<file path="config.mk">
export PLATFORM = sky130hd
export DESIGN_NAME = mem_access_unit
export DESIGN_NICKNAME = d
export VERILOG_FILES = /design/src/rtl/mem_stage_pkg.sv /design/src/rtl/load_align.sv /design/src/rtl/mem_access_unit.sv
export SDC_FILE = /design/constraint.sdc
export NUM_CORES = 1
export LEC_CHECK = 0
export ABC_AREA = 1
export CORE_ASPECT_RATIO = 1.4
export CORE_MARGIN = 5
export CORE_UTILIZATION = 45
export CTS_CLUSTER_DIAMETER = 40
export CTS_CLUSTER_SIZE = 28
export DETAILED_ROUTE_END_ITERATION = 6
export PLACE_DENSITY = 0.74
export SLEW_MARGIN = 0
export SYNTH_ARGS = -nofsm -noshare
export SYNTH_HDL_FRONTEND = slang
export SYNTH_HIERARCHICAL = 1
export SYNTH_SLANG_ARGS = --single-unit
</file>
<file path="constraint.sdc">
create_clock -name clk -period 3.8 [get_ports clk]
set_clock_uncertainty 0.2 [all_clocks]
set_input_delay 1.14 -clock clk [delete_from_list [all_inputs] [get_ports clk]]
set_output_delay 1.14 -clock clk [all_outputs]
set_load 0.02 [all_outputs]
</file>
<file path="src/rtl/mem_stage_pkg.sv">
`default_nettype none
// ============================================================================
// Module   : mem_stage_pkg
// Purpose  : Shared types and helpers for the memory-stage access unit.
//            mem_op_t     - load/store operation encoding from EX/MEM
//            mas_state_t  - access FSM state encoding
//            is_load()    - true for LW/LH/LHU/LB/LBU
//            misaligned() - true when the byte offset violates op alignment
// Revision : 1.0 - initial release
// ============================================================================
package mem_stage_pkg;

    typedef enum logic [2:0] {
        LW  = 3'd0,
        LH  = 3'd1,
        LHU = 3'd2,
        LB  = 3'd3,
        LBU = 3'd4,
        SW  = 3'd5,
        SH  = 3'd6,
        SB  = 3'd7
    } mem_op_t;

    typedef enum logic [1:0] {
        IDLE      = 2'd0,
        LOAD_WAIT = 2'd1,
        RMW_MERGE = 2'd2
    } mas_state_t;

    function automatic logic is_load(input mem_op_t op);
        return (op == LW) || (op == LH) || (op == LHU) ||
               (op == LB) || (op == LBU);
    endfunction

    // Words need offset 0, halfwords an even offset; bytes never fault.
    function automatic logic misaligned(input mem_op_t op, input logic [1:0] off);
        logic r;
        case (op)
            LW, SW:      r = (off != 2'd0);
            LH, LHU, SH: r = off[0];
            default:     r = 1'b0;
        endcase
        return r;
    endfunction

endpackage
`default_nettype wire

</file>
<file path="src/rtl/load_align.sv">
`default_nettype none
// ============================================================================
// Module   : load_align
// Purpose  : Combinational load lane select and extension (big-endian).
//            Offset 0 selects bits [31:24]; halfword offset 0 selects [31:16].
// Ports    : i_word  [31:0] - word read from data memory
//            i_off   [1:0]  - byte offset within the word
//            i_op    mem_op_t - load operation (LW/LH/LHU/LB/LBU)
//            o_data  [31:0] - extended load value
// Revision : 1.0 - initial release
// ============================================================================
module load_align
    import mem_stage_pkg::*;
(
    input  logic [31:0] i_word,
    input  logic [1:0]  i_off,
    input  mem_op_t     i_op,
    output logic [31:0] o_data
);

    logic [7:0]  w_byte;
    logic [15:0] w_half;

    always_comb begin
        w_byte = 8'h00;
        case (i_off)
            2'd0:    w_byte = i_word[31:24];
            2'd1:    w_byte = i_word[23:16];
            2'd2:    w_byte = i_word[15:8];
            default: w_byte = i_word[7:0];
        endcase
        // Only the even offsets reach here for halfword loads.
        w_half = i_off[1] ? i_word[15:0] : i_word[31:16];
    end

    always_comb begin
        o_data = i_word;
        case (i_op)
            LB:      o_data = {{24{w_byte[7]}}, w_byte};
            LBU:     o_data = {24'h000000, w_byte};
            LH:      o_data = {{16{w_half[15]}}, w_half};
            LHU:     o_data = {16'h0000, w_half};
            default: o_data = i_word;
        endcase
    end

endmodule
`default_nettype wire

</file>
<file path="src/rtl/mem_access_unit.sv">
`default_nettype none
// ============================================================================
// Module   : mem_access_unit
// Purpose  : Memory-stage access controller between the EX/MEM register and
//            a word-wide data memory with 1-cycle synchronous read/write.
//            Word stores write directly; byte/half stores do read-modify-
//            write; loads are lane-selected and extended. Misaligned
//            requests raise a one-cycle ALIGN_ERR and touch nothing.
// Ports    : clk, rst          - clock, synchronous active-high reset
//            REQ_VALID/READY   - request handshake (READY = state is IDLE)
//            MEM_OP [2:0]      - mem_op_t operation
//            BYTE_ADDR         - byte address (ADDR_WIDTH+2 bits)
//            STORE_DATA        - store value (SB uses [7:0], SH [15:0])
//            RSP_VALID         - one-cycle pulse, LOAD_DATA holds a new load
//            LOAD_DATA         - registered extended load result
//            ALIGN_ERR         - one-cycle pulse after a misaligned accept
//            DM_W_EN/ADDR/WDATA- data memory write enable, word addr, data
//            DM_RDATA          - data memory read data (1 cycle after addr)
// Revision : 1.0 - initial release
// ============================================================================
module mem_access_unit
    import mem_stage_pkg::*;
#(
    parameter int ADDR_WIDTH = 10,
    parameter int DATA_WIDTH = 32
) (
    input  logic                  clk,
    input  logic                  rst,
    input  logic                  REQ_VALID,
    output logic                  REQ_READY,
    input  logic [2:0]            MEM_OP,
    input  logic [ADDR_WIDTH+1:0] BYTE_ADDR,
    input  logic [DATA_WIDTH-1:0] STORE_DATA,
    output logic                  RSP_VALID,
    output logic [DATA_WIDTH-1:0] LOAD_DATA,
    output logic                  ALIGN_ERR,
    output logic                  DM_W_EN,
    output logic [ADDR_WIDTH-1:0] DM_ADDR,
    output logic [DATA_WIDTH-1:0] DM_WDATA,
    input  logic [DATA_WIDTH-1:0] DM_RDATA
);

    mas_state_t            r_state;
    mem_op_t               r_op;
    logic [1:0]            r_off;
    logic [15:0]           r_sdata;
    logic [ADDR_WIDTH-1:0] r_waddr;
    logic                  r_rsp_valid;
    logic                  r_align_err;
    logic [DATA_WIDTH-1:0] r_load_data;

    mem_op_t               w_op;
    logic                  w_ready;
    logic                  w_accept;
    logic                  w_misal;
    logic [1:0]            w_off;
    logic [DATA_WIDTH-1:0] w_load_val;
    logic [DATA_WIDTH-1:0] w_merge;
    logic                  w_dm_we;
    logic [ADDR_WIDTH-1:0] w_dm_addr;
    logic [DATA_WIDTH-1:0] w_dm_wdata;

    assign w_op     = mem_op_t'(MEM_OP);
    assign w_off    = BYTE_ADDR[1:0];
    assign w_ready  = (r_state == IDLE);
    assign w_accept = REQ_VALID & w_ready;
    assign w_misal  = misaligned(w_op, w_off);

    // ------------------------------------------------------------------
    // Load extraction from the word returned during LOAD_WAIT
    // ------------------------------------------------------------------
    load_align u_load_align (
        .i_word (DM_RDATA),
        .i_off  (r_off),
        .i_op   (r_op),
        .o_data (w_load_val)
    );

    // ------------------------------------------------------------------
    // Sub-word store merge: replace the target lane of the word read back
    // during RMW_MERGE, keeping the other lanes intact.
    // ------------------------------------------------------------------
    always_comb begin
        w_merge = DM_RDATA;
        if (r_op == SB) begin
            case (r_off)
                2'd0:    w_merge[31:24] = r_sdata[7:0];
                2'd1:    w_merge[23:16] = r_sdata[7:0];
                2'd2:    w_merge[15:8]  = r_sdata[7:0];
                default: w_merge[7:0]   = r_sdata[7:0];
            endcase
        end else begin
            if (r_off[1]) begin
                w_merge[15:0]  = r_sdata;
            end else begin
                w_merge[31:16] = r_sdata;
            end
        end
    end

    // ------------------------------------------------------------------
    // Memory port drive. Writes are gated by rst so that a store presented
    // during reset, or an RMW in flight when reset hits, never lands.
    // ------------------------------------------------------------------
    always_comb begin
        w_dm_we    = 1'b0;
        w_dm_addr  = r_waddr;
        w_dm_wdata = w_merge;
        case (r_state)
            IDLE: begin
                // Address goes out in the accept cycle so read data is back
                // in the following cycle for both loads and RMW.
                w_dm_addr  = BYTE_ADDR[ADDR_WIDTH+1:2];
                w_dm_wdata = STORE_DATA;
                if (!rst && w_accept && !w_misal && (w_op == SW)) begin
                    w_dm_we = 1'b1;
                end
            end
            RMW_MERGE: begin
                w_dm_we = !rst;
            end
            default: begin
                w_dm_we = 1'b0;
            end
        endcase
    end

    // ------------------------------------------------------------------
    // Access FSM
    // ------------------------------------------------------------------
    always_ff @(posedge clk) begin
        if (rst) begin
            r_state     <= IDLE;
            r_op        <= LW;
            r_off       <= 2'd0;
            r_sdata     <= 16'h0000;
            r_waddr     <= '0;
            r_rsp_valid <= 1'b0;
            r_align_err <= 1'b0;
            r_load_data <= '0;
        end else begin
            r_rsp_valid <= 1'b0;
            r_align_err <= 1'b0;
            case (r_state)
                IDLE: begin
                    if (w_accept) begin
                        if (w_misal) begin
                            r_align_err <= 1'b1;
                        end else begin
                            r_op    <= w_op;
                            r_off   <= w_off;
                            r_sdata <= STORE_DATA[15:0];
                            r_waddr <= BYTE_ADDR[ADDR_WIDTH+1:2];
                            if (is_load(w_op)) begin
                                r_state <= LOAD_WAIT;
                            end else if (w_op != SW) begin
                                r_state <= RMW_MERGE;
                            end
                        end
                    end
                end
                LOAD_WAIT: begin
                    r_load_data <= w_load_val;
                    r_rsp_valid <= 1'b1;
                    r_state     <= IDLE;
                end
                RMW_MERGE: begin
                    r_state <= IDLE;
                end
                default: begin
                    r_state <= IDLE;
                end
            endcase
        end
    end

    assign REQ_READY = w_ready;
    assign RSP_VALID = r_rsp_valid;
    assign LOAD_DATA = r_load_data;
    assign ALIGN_ERR = r_align_err;
    assign DM_W_EN   = w_dm_we;
    assign DM_ADDR   = w_dm_addr;
    assign DM_WDATA  = w_dm_wdata;

endmodule
`default_nettype wire

</file>
== Word level (Yosys, flattened, before mapping) ==
Index checks and enable logic that the tools add are counted.

* Input port bits: 82
* Flip-flop bits (word level): 67
* Word-level logic and storage cells: 68
* Output and inout port bits: 78

* Bitwise logic cells: 4
* Equal/unequal tests: 16
* Reduce and logical (&&, ||, !) cells: 21
* Multiplexer cells: 19

{| class="wikitable"
|+ Operators with widths
! cell !! number
|-
| 32-bit one-hot mux with 4 select lines || 1
|-
| 32-bit 2-to-1 mux || 2
|-
| 16-bit 2-to-1 mux || 3
|-
| 8-bit 2-to-1 mux || 4
|-
| 8-bit one-hot mux with 3 select lines || 1
|-
| 3-bit == test, second input constant || 5
|-
| 3-bit by 2-bit == test with 1-bit output, second input constant || 4
|-
| 10-bit 2-to-1 mux || 1
|-
| 3-bit OR reduction || 3
|-
| 3-bit by 1-bit == test with 1-bit output, second input constant || 2
|-
| 3-bit AND reduction || 2
|-
| 2-bit by 1-bit == test with 1-bit output, second input constant || 2
|-
| 2-bit == test, second input constant || 2
|-
| 2-bit logical NOT || 2
|-
| 1-bit logical OR || 4
|-
| 2-bit 2-to-1 mux || 2
|-
| 1-bit one-hot mux with 2 select lines || 2
|-
| 2-bit nonzero test || 2
|-
| 2-bit OR reduction || 2
|-
| 1-bit logical AND || 3
|-
| 3-bit logical NOT || 1
|-
| 1-bit 2-to-1 mux || 3
|-
| 3-bit != test, second input constant || 1
|-
| 1-bit NOT || 3
|-
| 2 further kinds || 3
|}

== Logic depth before layout (Yosys ltp) ==
Gate-level depths: netlist of run 1.

* Depth in word-level cells: 8
* Gate-level depth with buffers: 9
* Depth with buffers taken out: 8

== By module ==
Netlist of run 1, hierarchy kept.

{| class="wikitable"
|+ Modules (own cells, without submodules)
! module !! instances !! cells each !! sequential area each (µm²) !! area an instance (µm²)
|-
| mem_access_unit || 1 || 705 || 1341.3 || 4204.0
|-
| load_align || 1 || 200 || 0.0 || 1026.0
|}

== Worst setup path after synthesis of run 1 ==
No wires, ideal clock.

* Path type: input port to output port
* Start point: input MEM_OP[1]
* End point: output DM_W_EN
* Buffers on the path: 0
* Slack: 0.639 ns
* Arrival time: 1.821 ns
* Stages: 6
* Data required time: 2.460 ns
* Path through: inv_1 -> nand2_1 -> nand3_2 -> a21boi_1 -> nand2_1 -> nand2_1

* Longest elaborated chain between the ends: 8
* Elaborated cells on any way between the ends: 13
* Those cells by class: eq/ne (4); mux (3); reduce/logical (6)

{| class="wikitable"
|+ Ends and longest elaborated chain
! what !! RTL line !! RTL
|-
| from (decl) || mem_access_unit.sv:31 || <nowiki>input logic [2:0] MEM_OP,</nowiki>
|-
| 3-bit by 1-bit == test with 1-bit output, or another cell as far along || mem_stage_pkg.sv:38 || <nowiki>case (op)</nowiki>
|-
| 3-bit OR reduction / 2-bit OR reduction (equally long branches) || mem_stage_pkg.sv:38 ||
|-
| 1-bit one-hot mux with 2 select lines || mem_stage_pkg.sv:38 ||
|-
| 1-bit logical NOT || mem_access_unit.sv:115 || <nowiki>if (!rst && w_accept && !w_misal && (w_op == SW)) begin</nowiki>
|-
| 1-bit logical AND || mem_access_unit.sv:115 ||
|-
| 1-bit logical AND * || mem_access_unit.sv:115 ||
|-
| 1-bit 2-to-1 mux * || mem_access_unit.sv:115 ||
|-
| 1-bit one-hot mux with 2 select lines * || mem_access_unit.sv:109 || <nowiki>case (r_state)</nowiki>
|-
| to (decl) || mem_access_unit.sv:37 || <nowiki>output logic DM_W_EN,</nowiki>
|}

Every way passes the cells marked *; elsewhere a longest branch is shown, timed or not.

== Worst setup path after layout of run 1 ==
* Start point: input DM_RDATA[31]
* End point: output DM_WDATA[31]

* Longest elaborated chain between the ends: 3
* Elaborated cells on any way between the ends: 4
* Those cells by class: mux (4)

{| class="wikitable"
|+ Ends and longest elaborated chain
! what !! RTL line !! RTL
|-
| from (decl) || mem_access_unit.sv:40 || <nowiki>input logic [DATA_WIDTH-1:0] DM_RDATA</nowiki>
|-
| 16-bit 2-to-1 mux / 8-bit 2-to-1 mux (equally long branches) || mem_access_unit.sv:93, mem_access_unit.sv:86 ||
|-
| 32-bit 2-to-1 mux * || mem_access_unit.sv:85 || <nowiki>if (r_op == SB) begin</nowiki>
|-
| 32-bit 2-to-1 mux * || mem_access_unit.sv:109 ||
|-
| to (decl) || mem_access_unit.sv:39 || <nowiki>output logic [DATA_WIDTH-1:0] DM_WDATA,</nowiki>
|}

Marks and branches as above.

==> results of run 1 <==
==> cell type report <==
| type | count | area share (%) |
|---|---|---|
| inverter | 123 | 6.33 |
| clock inverter | 2 | 0.171 |
| sequential | 67 | 18.4 |
| clock buffer | 12 | 3.51 |
| timing repair buffer | 215 | 27.0 |
| multi-input combinational | 649 | 42.2 |
| tap | 144 | 2.47 |
==> flip-flops by register name, summed over array words and instances, names as in the netlist <==
name	count
r_off	2
r_op	3
LOAD_DATA	32
r_state	2
r_sdata	16
ALIGN_ERR	1
r_waddr	10
RSP_VALID	1
==> power by group <==
part           internal [µW]  leakage, µW  total (µW)  switching [µW]
Sequential               754     0.000549         777            23.2
Combinational            365      0.00291         912             546
Clock                    469     0.000131         775             306
==> per-stage QoR <==
stage,instances,instance area [µm²],util [%]
after detailed placement,1198,7110,62.7
after global placement,1198,7110,62.7
after CTS,1212,7340,64.8
final,1212,7310,64.5
after floorplan,905,5230,-
after global routing,1212,7310,64.5
==> worst paths after layout <==
| path | slack (ns) | from | to |
|---|---|---|---|
| setup / recovery | 0.02 | DM_RDATA[31] | DM_WDATA[31] |
| hold / removal | 0.31 | LOAD_DATA[11] | LOAD_DATA[11] |
| setup reg to reg | 1.37 | r_off[1] | LOAD_DATA[8] |
| hold reg to reg | 0.31 | LOAD_DATA[11] | LOAD_DATA[11] |
==> logic make-up after synthesis <==
| family | Yosys count |
|---|---|
| AOI/OAI and AO/OA | 171 |
| and+or+nand+nor | 478 |
| buffers and inverters | 189 |
| DFF | 67 |
==> per-layer routing <==
| metal | track usage, % | share of wire (%) | up-vias |
|---|---|---|---|
| li1 | - | - | 3270 |
| met1 | 31.9 | 40 | 2806 |
| met2 | 44.5 | 50 | 243 |
| met3 | 5.17 | 8.4 | 27 |
| met4 | 8.13 | 2.2 | 0 |
| met5 | 0 | 0 | - |
==> synthesized netlist by cell type (7+ instances only) <==
library cell	n	share of area, %
a21oi_1	32	3.1
buf_1	8	0.57
buf_2	27	2.6
buf_6	7	1.5
clkbuf_1	18	1.3
dfxtp_1	67	26
inv_1	90	6.5
inv_2	32	2.3
nand2_1	202	14
nand3_1	113	11
nand4_1	31	3.7
nor2_1	114	8.2
o211ai_1	32	4.6
o21ai_0	61	5.8
o21ai_1	44	4.2
==> critical path, cell delays in order <==
cell             delay (ns)
clkdlybuf4s50_1        0.57
nand2_1                0.08
o211ai_1               0.11
nand3_1                0.13
nand2_1                0.08
dlygate4sd2_1          0.33
==> flow_summary.yaml, run 1 <==
die:
  die_w_um: 101
  io_pins: 160
  fp.dieH_um: 138
  rows: 46
  core_um2: 11300
  die_area_um2: 13900
  start_util_pct: 46.1
grt:
  grt_pass1_wl_um: 28600
  track_usage_pct: 25.8
  grt-ovfl-total: 0
  antenna_found_initial: 0
  grt_max_degree: 62
  grt_pass1_vias: 5657
worst_setup_path:
  cp-end-kind: "primary output"
  ff2ff_path_depth: 9
  crit_required_ns: 2.46
  cp_max_fo: 3
  cp.arrival_ns: 2.44
  worst-setup-path-type: "input port to primary output"
  startpoint_type: "input port"
clock_network:
  post-cts-setup-buffers: 0
  cts_buffers: 9
  clk_pin_slew_ns: 0.05
  root_buffer: "clkbuf_16"
  ctsResizeCount: 35
  holdBufCountCts: 0
  cts_sinks: 67
  clockBufferDepth: 2
  cts_tree: "yes"
  htreeDepth: 3
  clock_latency_ns: 0.33
synth:
  postSynth.asyncResetShare_pct: 0
  ys_ff_latch: 67
  syn_nets: 987
  synth_ff_type: "dfxtp_1"
  synthAdderAreaFrac_pct: 0
  synth-xor-area-share_pct: 0
  synth_warnings: 6
  syn_area_um2: 5230
  synth-edff-count: 0
  synthesis.instances: 905
  postSynthAreaPerCell_um2: 5.78
  synth_cell_types: 25
  synth.area.mux_share_pct: 0
  yosys.area_share.simple_pct: 40.7
  synth_compound_area_share_pct: 18.0
  synth_top_family_by_area: "simple AND/OR/NAND/NOR gates"
  seq_area_frac_synth_pct: 25.6
route:
  via_per_inst: 5.24
  drc: 0
  wl_um: 18100
  drtIter0Drc: 418
  route.detailed.wl_per_inst_um: 14.9
  vias: 6346
  antenna_left: 0
  drtPass1Iterations: 5
timing:
  worst_slack_ns: 0.0168
  tightest_slew_ns: 0.962
  fin_setup_tns_ns: 0
  finalSetupViolations: 0
  slew_violations: 0
  post-route-period-util_pct: 99.6
  hold_viol: 0
  relSlewSlack_pct: 35.8
  rsz0062_at_grt: "false"
  hold_slack_ns: 0.309
  post-route-min-period_ns: 3.78
  fmax_mhz: 264
pwr:
  powerDensity_nw_per_um2: 337
  power.total_uw: 2460
  leakage_uw: 0.00359
  vdd_drop_max_mv: 0.213
cells_and_area:
  seqCellArea_um2: 1340
  final_common_cell: "nand2_1"
  drive_gt1_share_pct: 12.9
  n_antenna_cell: 0
  nNetsFinal: 1147
  multi_input_area_um2: 3080
  areaGrowthSynthToFinish_pct: 39.7
  final_cell_mix: "202 x nand2_1, 124 x clkdlybuf4s50_1, 113 x nor2_1"
  fillers: 1128
place:
  pre_cts_ws_ns: -0.318
  gp_congestion: 0.972
  dp_hpwl_um: 13200
  port_buffers: 159
hold_path:
  hp-class: "register to register"
  min_path_cells: 2
job:
  max-cap-violations: 0
run_status:
  outcome: "finished clean"
No activity file was read; power rests on OpenSTA's default activity.
==> run 2: changes to the inputs <==
--- a/config.mk
+++ b/config.mk
@@ -8,11 +8,11 @@
 export ABC_AREA = 1
 export CORE_ASPECT_RATIO = 1.4
 export CORE_MARGIN = 5
-export CORE_UTILIZATION = 45
+export CORE_UTILIZATION = 35
 export CTS_CLUSTER_DIAMETER = 40
 export CTS_CLUSTER_SIZE = 28
 export DETAILED_ROUTE_END_ITERATION = 6
-export PLACE_DENSITY = 0.74
+export PLACE_DENSITY = 0.6
 export SLEW_MARGIN = 0
 export SYNTH_ARGS = -nofsm -noshare
 export SYNTH_HDL_FRONTEND = slang
==> run 2 against run 1 <==
Net effect:
- via count fell by 1.3%
- register-to-register slack improved by 0.16 ns
- first-iteration DRC count rose by 15%
- critical endpoint is now DM_WDATA[2]
- largest cell class unchanged
==> flow_summary.yaml, run 2 (synthesized netlist as in run 1, its figures left out) <==
pwr:
  powerDensity_nw_per_um2: 341
  power.switching_uw: 903
  clkPwrFrac_pct: 33.0
  p_int_uw: 1630
  leakage_uw: 0.00363
  switching_share_pct: 35.7
  vdd_drop_max_mv: 0.174
  p_comb_share_pct: 36.3
  seq_power_share_pct: 30.7
worst_setup_path:
  ff2ff_path_depth: 9
  cp.arrival_ns: 2.40
  crit_required_ns: 2.46
  cp_max_fo: 3
  ff2ff_setup_slack_ns: 1.53
  startpoint_type: "input port"
  reg2reg_from: "r_off[1]"
  worst-setup-path-type: "input port to primary output"
  regToRegEndpoint: "LOAD_DATA[30]"
  cp-end-kind: "primary output"
cells_and_area:
  largest_reg_flops: 32
  areaGrowthSynthToFinish_pct: 41.9
  final_common_cell: "nand2_1"
  final_cell_mix: "202 x nand2_1, 122 x clkdlybuf4s50_1, 113 x nor2_1"
  final_util_pct: 50.0
  multi_input_area_um2: 3080
  fin_area_um2: 7420
  nNetsFinal: 1153
  n_antenna_cell: 0
  drive_gt1_share_pct: 13.4
  seqCellArea_um2: 1340
  fillers: 1613
  fin_cells: 1267
timing:
  worst_slack_ns: 0.0576
  rsz0062_at_grt: "false"
  finalSetupViolations: 0
  post-route-period-util_pct: 98.5
  tightest_slew_ns: 0.991
  hold_viol: 0
  slew_violations: 0
  post-route-min-period_ns: 3.74
  hold_slack_ns: 0.314
  relSlewSlack_pct: 33.9
  fmax_mhz: 267
route:
  drtPass1Iterations: 6
  drtIter0Drc: 480
  route.detailed.wl_per_inst_um: 15.2
  antenna_left: 0
  drc: 0
  vias: 6265
  via_per_inst: 4.94
  wl_um: 19200
hold_path:
  hold_end: "LOAD_DATA[21]"
  hp-class: "register to register"
  min_path_cells: 2
  worstHoldStart: "LOAD_DATA[21]"
clock_network:
  clockBufferDepth: 2
  clock_latency_ns: 0.34
  htreeDepth: 3
  post-cts-setup-buffers: 0
  cts_tree: "yes"
  cts_buffers: 9
  root_buffer: "clkbuf_16"
  clk_pin_slew_ns: 0.06
  cts_sinks: 67
job:
  max-cap-violations: 0
die:
  die_w_um: 113
  rows: 53
  start_util_pct: 35.2
  core_um2: 14900
  fp.dieH_um: 155
  io_pins: 160
  die_area_um2: 17500
run_status:
  outcome: "finished clean"
place:
  numPlacedInstances: 1252
  port_buffers: 159
  dpl_cell_area_um2: 7200
  dp_hpwl_um: 14200
  gp_congestion: 0.897
  pre_cts_ws_ns: -0.328
grt:
  grt_max_degree: 58
  grt_pass1_vias: 5894
  antenna_found_initial: 0
  track_usage_pct: 21.6
  grt-ovfl-total: 0
  grt_pass1_wl_um: 30400
run 2: cell types whose count changed in the layout (fill, tap and decap cells not counted), moves of 2 or more:
cell and change:
buf_4 +7, clkbuf_8 -2, clkdlybuf4s50_1 -2, clkinvlp_4 +2, dlymetal6s2s_1 +2
run 2: how the worst max path moves through the flow:
stage	start	endpoint	depth (start not counted)	slack, ns
after detailed placement	MEM_OP[1]	DM_W_EN	8	-0.33
after global routing	DM_RDATA[24]	DM_WDATA[24]	6	0.008
after global placement	MEM_OP[1]	DM_W_EN	8	-0.31
final	DM_RDATA[2]	DM_WDATA[2]	6	0.06
after CTS	MEM_OP[0]	DM_W_EN	7	0.006
after floorplan	MEM_OP[1]	DM_W_EN	6	0.64
run 2: timing repair:
action                     4_1_cts  5_1_grt
hold buffers                     0        0
gates resized for setup         36       39
setup endpoints to repair       33       22
run 2: through the flow:
| step | TNS, ns | power (µW) |
|---|---|---|
| after detailed placement | -6.85 | 1730 |
| after global placement | -6.82 | 1730 |
| final | 0 | 2530 |
| after floorplan | 0 | 1360 |
| after global routing | 0 | 2670 |
| after CTS | 0 | 2550 |
run 2: area by class of cell:
type / instances / area share [%]
clock buffers: 11 / 3.14
clock inverters: 4 / 0.708
inverters: 123 / 6.24
multi-input cells: 649 / 41.5
flip-flops and latches: 67 / 18.1
well taps: 192 / 3.24
repair buffers: 221 / 27.1
run 2: power groups by stage:
stage               logic [µW]  registers [µW]  clock network [µW]
floorplan                  545             812                   0
global placement           942             791                   0
detailed placement         943             792                   0
CTS                        923             777                 848
global route              1010             783                 876
finish                     917             777                 835
run 2: worst max-delay path: stages:
cell and delay, ns:
clkdlybuf4s50_1 0.52, nand2_1 0.08, o211ai_1 0.08, nand3_1 0.11, o21ai_1 0.12, dlygate4sd2_1 0.35
run 2: metal layers:
metal  track usage, %  up-vias  share of wire (%)
li1                 -     3268                  -
met1             26.7     2781                 42
met2             36.6      176                 49
met3             3.68       40                5.7
met4             9.51        0                3.8
met5                0        -                  0
==> RTL change: new RTL, flow settings as in run 1 <==
Set the parameter `ADDR_WIDTH` to 9 (it was 10).
--- a/src/rtl/mem_access_unit.sv
+++ b/src/rtl/mem_access_unit.sv
@@ -21,7 +21,7 @@
 module mem_access_unit
     import mem_stage_pkg::*;
 #(
-    parameter int ADDR_WIDTH = 10,
+    parameter int ADDR_WIDTH = 9,
     parameter int DATA_WIDTH = 32
 ) (
     input  logic                  clk,
Ports: changed (resized BYTE_ADDR and DM_ADDR); port bits go from 160 to 158. No check against the original RTL was run, so the function may have changed too.
==> RTL change against run 1 <==
Worst setup slack better by 28 ps. Area after synthesis is 2.0% lower. Clock power is 10% higher. Via count is 0.63% higher. Wire length is 0.95% lower. Highest routed layer unchanged. Sequential cell count is 1 lower. Power is 1.3% higher. Final area is 0.89% lower. Synthesized cell count is 1.5% lower. Non-clock buffer count is 2 higher.
==> RTL change: results (changes against run 1) <==
Final nets 1136 (was 1147); layout cells sized above 1 0.106 (was 0.129); GRT Overall Usage 0.258 (about the same); reg2reg end LOAD_DATA[4] (was LOAD_DATA[8]); critical path fanouts, max 2 (was 3); hold path start LOAD_DATA[25] (was LOAD_DATA[11]); Reg2Reg Depth 8 (was 9); number of global-route vias before repair 5847 (was 5657); Arrival @ worst endpoint 2420 ps (was 2440 ps); post-synthesis compound-gate area fraction 0.185 (was 0.180); setup slack, reg-to-reg 1710 ps (was 1370 ps); sequential area share after synthesis 0.258 (was 0.256); status finished, final reports clean (unchanged); DP HPWL 12.9 mm (was 13.2 mm); Largest stage delay, worst path 660 ps (was 570 ps); Unique masters post-synth 27 (was 25); Synth top cells by count 201 x nand2_1, 115 x nand3_1, 113 x inv_1 (was 202 x nand2_1, 114 x nor2_1, 113 x nand3_1); first-pass GRT wire length 28.4 mm (was 28.6 mm); largest net degree at the start of global routing 63 (was 62); routability congestion estimate 0.986 (was 0.972); initial drt markers 639 (was 418); slew margin rel. 0.390 (was 0.358); Worst VDD drop 217 µV (was 213 µV); RR Startpoint r_op[0] (was r_off[1]); Hold Path Sink LOAD_DATA[25] (was LOAD_DATA[11]); dpl ws -326 ps (was -318 ps); ranking of synthesized cells by area dfxtp_1 26%, nand2_1 15%, nand3_1 11% (was dfxtp_1 26%, nand2_1 14%, nand3_1 11%); routed vias/inst 5.30 (was 5.24); TritonRoute pass-1 iters 6 (was 5); Lkg Pwr 0.00357 µW (was 0.00359 µW)
## RTL change: what timing repair did
| action | CTS | global route |
|---|---|---|
| resized for setup | 38 | 43 |
| endpoints found under the setup margin | 34 | 21 |
| pin swaps | 0 | 0 |
## RTL change: layer usage
layer / track usage / vias to the layer above / part of all wire
met5: 0 / - / 0
li1: - / 3227 / -
met3: 0.0375 / 47 / 0.068
met4: 0.124 / 0 / 0.043
met1: 0.314 / 2848 / 0.41
met2: 0.441 / 264 / 0.48
## RTL change: final cells by class
class | instances | area, µm² | share of cell area
clock buffer | 10 | 239 | 0.0330
clock inverter | 6 | 65.1 | 0.00898
inverter | 119 | 448 | 0.0618
multi-input combinational | 642 | 3020 | 0.417
sequential | 66 | 1320 | 0.183
tap | 144 | 180 | 0.0249
timing repair buffer | 217 | 1970 | 0.271
## RTL change: worst max-delay path by stage
stage	from	to	slack (ps)	cells past startpoint
after floorplan	REQ_VALID	DM_W_EN	600	4
after global placement	DM_RDATA[18]	DM_WDATA[18]	-320	6
after detailed placement	DM_RDATA[18]	DM_WDATA[18]	-330	6
after CTS	DM_RDATA[7]	DM_WDATA[7]	20	6
after global routing	DM_RDATA[14]	DM_WDATA[14]	0.7	6
final	BYTE_ADDR[4]	DM_ADDR[2]	40	4
## RTL change: stage by stage
stage               area (µm²)  TNS, ps  hold slack [ps]  std cells
floorplan                 5130        0              286        891
detailed placement        7020    -6890              296       1188
global placement          7020    -6790              294       1188
finish                    7240        0              311       1204
CTS                       7290        0              315       1204
global route              7240        0              345       1204
## RTL change: power breakdown
part / leakage (µW) / switching (µW) / total [µW] / internal (µW)
Combinational: 0.00288 / 519 / 873 / 355
Sequential: 0.000541 / 27.1 / 769 / 742
Clock: 0.000149 / 326 / 853 / 527
## RTL change: cell families after synthesis
kind of cell	count (synthesis)
AO/OA/AOI/OAI	172
buffers and inverters	183
flip-flops	66
AND/OR/NAND/NOR	470
## RTL change: critical path: cells and delay by family
kind,cells,cell delay (ps)
buffers and inverters,2,1130
AOI/OAI and AO/OA,1,90
and+or+nand+nor,1,50
